$ cat src/rtl/even_parity_serializer_pkg.sv
// rtl/even_parity_serializer_pkg.sv - shared types and constants for the even-parity serializer
package even_parity_serializer_pkg;

    localparam int DEFAULT_WIDTH = 8;

    typedef enum logic [1:0] {
        ST_IDLE   = 2'd0,
        ST_SHIFT  = 2'd1,
        ST_PARITY = 2'd2
    } state_t;

    // Bit-counter width for a frame of w data bits; never narrower than one bit.
    function automatic int cnt_width(input int w);
        return (w <= 2) ? 1 : $clog2(w);
    endfunction

endpackage

$ cat src/rtl/even_parity_serializer_piso_shift_reg.sv
// rtl/even_parity_serializer_piso_shift_reg.sv - parallel-in serial-out shift register with bit counter
module piso_shift_reg
    import even_parity_serializer_pkg::*;
#(
    parameter int WIDTH = DEFAULT_WIDTH
) (
    input  logic             clk,
    input  logic             rst,
    input  logic             load,
    input  logic             shift,
    input  logic [WIDTH-1:0] din,
    output logic             next_bit,
    output logic             at_last
);

    localparam int CW = cnt_width(WIDTH);

    logic [WIDTH-1:0] sh;
    logic [CW-1:0]    cnt;

    // Load captures a fresh word with the counter at bit 0; shift advances one bit.
    always_ff @(posedge clk) begin
        if (rst) begin
            sh  <= '0;
            cnt <= '0;
        end else if (load) begin
            sh  <= din;
            cnt <= '0;
        end else if (shift) begin
            sh  <= sh >> 1;
            cnt <= cnt + 1'b1;
        end
    end

    // sh[0] is the bit on the wire now, so sh[1] is the one to present next.
    assign next_bit = sh[1];
    assign at_last  = (cnt == CW'(WIDTH - 1));

endmodule

$ cat src/rtl/even_parity_serializer.sv
// rtl/even_parity_serializer.sv - LSB-first serializer appending an even-parity bit per frame
module even_parity_serializer
    import even_parity_serializer_pkg::*;
#(
    parameter int WIDTH = DEFAULT_WIDTH
) (
    input  logic             clk,
    input  logic             rst,
    input  logic [WIDTH-1:0] din,
    input  logic             din_valid,
    output logic             din_ready,
    output logic             dout,
    output logic             dout_valid,
    output logic             dout_last
);

    state_t state;
    logic   parity_q;
    logic   accept;
    logic   shift_en;
    logic   next_bit;
    logic   at_last;

    // A new word may enter while idle or while the previous frame's parity bit is out.
    assign din_ready = !rst && ((state == ST_IDLE) || (state == ST_PARITY));
    assign accept    = din_valid && din_ready;
    // Counter holds at the last data bit so it never wraps inside a frame.
    assign shift_en  = (state == ST_SHIFT) && !at_last;

    piso_shift_reg #(
        .WIDTH (WIDTH)
    ) u_piso (
        .clk      (clk),
        .rst      (rst),
        .load     (accept),
        .shift    (shift_en),
        .din      (din),
        .next_bit (next_bit),
        .at_last  (at_last)
    );

    // Frame FSM; outputs are registered with the value the next state presents.
    always_ff @(posedge clk) begin
        if (rst) begin
            state      <= ST_IDLE;
            parity_q   <= 1'b0;
            dout       <= 1'b0;
            dout_valid <= 1'b0;
            dout_last  <= 1'b0;
        end else begin
            case (state)
                ST_IDLE, ST_PARITY: begin
                    if (accept) begin
                        state      <= ST_SHIFT;
                        parity_q   <= ^din;
                        dout       <= din[0];
                        dout_valid <= 1'b1;
                        dout_last  <= 1'b0;
                    end else begin
                        state      <= ST_IDLE;
                        dout       <= 1'b0;
                        dout_valid <= 1'b0;
                        dout_last  <= 1'b0;
                    end
                end
                ST_SHIFT: begin
                    dout_valid <= 1'b1;
                    if (at_last) begin
                        state     <= ST_PARITY;
                        dout      <= parity_q;
                        dout_last <= 1'b1;
                    end else begin
                        dout      <= next_bit;
                        dout_last <= 1'b0;
                    end
                end
                default: begin
                    state      <= ST_IDLE;
                    dout       <= 1'b0;
                    dout_valid <= 1'b0;
                    dout_last  <= 1'b0;
                end
            endcase
        end
    end

endmodule

$ cat config.mk
export PLATFORM = sky130hd
export DESIGN_NAME = even_parity_serializer
export DESIGN_NICKNAME = d
export VERILOG_FILES = /design/src/rtl/even_parity_serializer_pkg.sv /design/src/rtl/even_parity_serializer_piso_shift_reg.sv /design/src/rtl/even_parity_serializer.sv
export SDC_FILE = /design/constraint.sdc
export NUM_CORES = 1
export LEC_CHECK = 0
export ABC_CLOCK_PERIOD_IN_PS = 2780
export BUFFER_PORTS_ARGS = -buffer_cell sky130_fd_sc_hd__buf_2
export CORE_MARGIN = 4
export CORE_UTILIZATION = 55
export DETAILED_ROUTE_END_ITERATION = 8
export GPL_ROUTABILITY_DRIVEN = 0
export GPL_TIMING_DRIVEN = 0
export PLACE_DENSITY = 0.8
export SYNTH_ARGS = -nofsm -noshare
export SYNTH_HDL_FRONTEND = slang
export SYNTH_HIERARCHICAL = 1
export SYNTH_SLANG_ARGS = --single-unit
$ cat constraint.sdc
create_clock -name clk -period 2.78 [get_ports clk]
set_input_delay 0.278 -clock clk [delete_from_list [all_inputs] [get_ports clk]]
set_output_delay 0.278 -clock clk [all_outputs]
set_load 0.01 [all_outputs]
==> run summary <==
The run finished with clean final reports. The floorplan core area came out at 0.00119 mm2. The area of the die came out at 0.00198 mm2. The transition time of the tightest slew-check pin came out at 0.429 ns. The layout-stage area growth over the synthesis result is 16.2%.

The H-tree level count came out at 1. During I/O placement, the number of pins put on the boundary was 15. After detailed routing, the number of remaining DRC violations is 0. The total power density per cell area came out at 569 mW/mm2. The global-route congestion overflow total is 0. The cell leakage power is 0.346 nW. The clock latency at the later pin of the worst-skew pair came out at 0.29 ns.

The aggregate routed wire length is 1.25 mm. The final-report setup violation count is 0. The number of vias per cell came out at 5.28.

The clock period minus worst slack is 1.56 ns. The critical path is of the register to register type. The initial utilization of the core area, before any placement, comes to 61.9%. The initialized floorplan defines 12 standard-cell rows.

The net count reported at finish came out at 105. Once detailed placement completed, the half-perimeter wirelength came to 897 um. The initial DRC count is 2. The worst-case hold slack came out at 0.250 ns. The critical path goes through ha_1 > ha_1 > nor2_1 > buf_6 > or3b_1 > a21oi_1. The largest single stage delay on the critical path is 0.37 ns.

The first-pass GRT wire length is 2.05 mm. The netlist area before placement came out at 734 um2. The count of antenna-violating nets left after detailed routing came out at 0.

The total number of yosys warnings came out at 6. The port buffer count is 13. In this run the deepest clock path goes through 2 buffers. The number of pins with negative max-slew slack in the final report came out at 0. The clock-pin slew reported for the worst setup and hold paths after clock tree synthesis is 0.09 ns. The most repeated library cell on the critical path is sky130_fd_sc_hd__ha_1.

Once layout is complete, the cells apart from fillers number 105. The number of enable flip-flop cells after synthesis is 0. The initial antenna violation count is 0. In this run the cell area measured after placement is 817 um2.

After layout, the design draws a total of 0.486 mW. The share of synthesized flip-flops with an asynchronous set or reset is 0%. The post-CTS setup repair buffer count is 0.

The upper clock frequency limit came out at 640 MHz. The nature of the critical path startpoint is a register. The cell with the biggest individual delay on the critical path is sky130_fd_sc_hd__or3b_1. For this run, the share of the core covered by cells in the final layout is 71.9%. The most used flip-flop cell after synthesis is sky130_fd_sc_hd__dfxtp_1.

The gate count after technology mapping is 74. Of the available clock period, the critical path in the final layout requires 56.2%. The total global-route track usage is 14.4%.

The synthesis-stage register bit count is 16. The sequential area share after synthesis is 43.6%. The average instance area after synthesis is 9.93 um2.

The total clock buffers created by CTS is 3. The post-route netlist has 22.0% of its cells at a drive strength greater than 1. The number of distinct library cell variants in the gate-level netlist after synthesis is 18. Counting every net in the synthesized netlist gives 87. The number of search-and-repair iterations in the first detailed-routing pass came out at 4. Max-cap violations in this run came to 0. The kind of path behind the tightest hold check is primary input to register. The total negative slack came out at 0 ns. Setup repair after global routing left no endpoint under its margin. Once layout is done, the placed cells without fillers occupy 853 um2. The headroom to the max-slew limit came out at 71.4%. The critical path endpoint category is a register. The number of placed cells counting well taps came out at 101.

The height of the chip came out at 44.5 um. At the worst endpoint, the arrival time is 1.79 ns. TritonCTS built the clock tree. The clock net sink count came out at 16. The vias after detailed routing came out at 554. The floorplan step set the die width to 44.5 um. The tree is rooted in a sky130_fd_sc_hd__clkbuf_4. The worst-case setup margin in the final layout is 1.22 ns. The post-route clock skew is 0.00452 ns. The category of cells accounting for the largest share of critical-path delay is simple AND/OR/NAND/NOR gates. The average wire length per cell after detail routing is 11.9 um. The peak supply drop is 431 uV. The number of global-route vias before repair came out at 518. The total buffers and inverters traversed by the critical path came out at 1. At the worst endpoint, the required time is 3.01 ns. The antenna diode instance count came out at 0.

The number of cells upsized or downsized after cts came out at 0. The largest net degree at the start of global routing is 11. Of all nets on the critical path, the largest fanout is 10. At the placement stage, the worst setup path has a slack of 1.24 ns. The post-cts hold buffer count is 0. The count of endpoints failing hold in the final timing report was 0.
-- cell type report --
cell class,instances,area [um2]
repair buffers,13,65.1
clock buffers,4,36.3
multi-input cells,53,387
fillers,103,333
flip-flops and latches,16,320
inverters,1,3.75
plain buffers,4,23.8
well taps,14,17.5
-- where the power goes --
| group | switching (mW) | internal, mW |
|---|---|---|
| combinational | 0.0419 | 0.0416 |
| clock | 0.0715 | 0.0798 |
| sequential | 0.00710 | 0.244 |
-- synthesized netlist by cell type, types with 2 or more instances --
cell | instances | area (um2)
sky130_fd_sc_hd__clkbuf_1 | 2 | 7.51
sky130_fd_sc_hd__a211oi_1 | 6 | 45.0
sky130_fd_sc_hd__nor2_1 | 8 | 30.0
sky130_fd_sc_hd__ha_1 | 2 | 25.0
sky130_fd_sc_hd__a21oi_1 | 3 | 15.0
sky130_fd_sc_hd__mux2i_1 | 9 | 90.1
sky130_fd_sc_hd__xnor2_1 | 8 | 70.1
sky130_fd_sc_hd__nor3_1 | 3 | 15.0
sky130_fd_sc_hd__nand2b_1 | 2 | 12.5
sky130_fd_sc_hd__dfxtp_1 | 16 | 320
sky130_fd_sc_hd__nor3b_1 | 2 | 15.0
sky130_fd_sc_hd__nor2b_1 | 7 | 43.8
-- final timing paths --
check	start	end	slack, ns	cells past startpoint
hold reg to reg	u_piso/cnt[2]	u_piso/cnt[2]	0.53	2
setup / recovery	u_piso/cnt[0]	u_piso/sh[7]	1.22	6
setup reg to reg	u_piso/cnt[0]	u_piso/sh[7]	1.22	6
hold / removal	din[7]	u_piso/sh[7]	0.25	3
-- registers in the layout, indices dropped and copies added (netlist names) --
| register | flops |
|---|---|
| u_piso/cnt | 3 |
| state | 2 |
| dout | 1 |
| parity_q | 1 |
| dout_last | 1 |
| u_piso/sh | 7 |
| dout_valid | 1 |
-- worst min-delay path, stage by stage --
cell and delay (ns):
sky130_fd_sc_hd__buf_2 0.11, sky130_fd_sc_hd__nand2_1 0.06, sky130_fd_sc_hd__a21oi_1 0.05
-- cell families (layout without fill, tap and decap cells) --
logic type / count (synthesis) / after routing / synth area share [%]
AOI/OAI and AO/OA: 10 / 10 / 9.88
xor gates and xnor gates: 8 / 8 / 9.54
adders and majority gates: 2 / 2 / 3.41
buffers and inverters: 5 / 22 / 3.75
DFF: 16 / 16 / 43.6
muxes: 9 / 9 / 12.3
and+or+nand+nor: 24 / 24 / 17.5
-- cells in the final DEF, fill, tap and decap left out --
cell | synthesis | layout
sky130_fd_sc_hd__a211oi_1 | 6 | 6
sky130_fd_sc_hd__a211oi_2 | 1 | 1
sky130_fd_sc_hd__a21oi_1 | 3 | 3
sky130_fd_sc_hd__buf_2 | 1 | 14
sky130_fd_sc_hd__buf_6 | 1 | 1
sky130_fd_sc_hd__clkbuf_1 | 2 | 2
sky130_fd_sc_hd__clkbuf_4 | 0 | 3
sky130_fd_sc_hd__clkbuf_8 | 0 | 1
sky130_fd_sc_hd__dfxtp_1 | 16 | 16
sky130_fd_sc_hd__ha_1 | 2 | 2
sky130_fd_sc_hd__inv_1 | 1 | 1
sky130_fd_sc_hd__mux2i_1 | 9 | 9
sky130_fd_sc_hd__nand2_1 | 1 | 1
sky130_fd_sc_hd__nand2b_1 | 2 | 2
sky130_fd_sc_hd__nor2_1 | 8 | 8
sky130_fd_sc_hd__nor2b_1 | 7 | 7
sky130_fd_sc_hd__nor3_1 | 3 | 3
sky130_fd_sc_hd__nor3b_1 | 2 | 2
sky130_fd_sc_hd__or3b_1 | 1 | 1
sky130_fd_sc_hd__xnor2_1 | 8 | 8
-- routing by layer --
layer | vias up | GRT usage, % | share of wire (%)
met3 | 4 | 7.72 | 6.7
met4 | 0 | 5.42 | 1.4
li1 | 290 | - | -
met1 | 247 | 17.2 | 50
met5 | - | 0 | 0
met2 | 13 | 21.5 | 41
(Power assumes the default switching activity.)
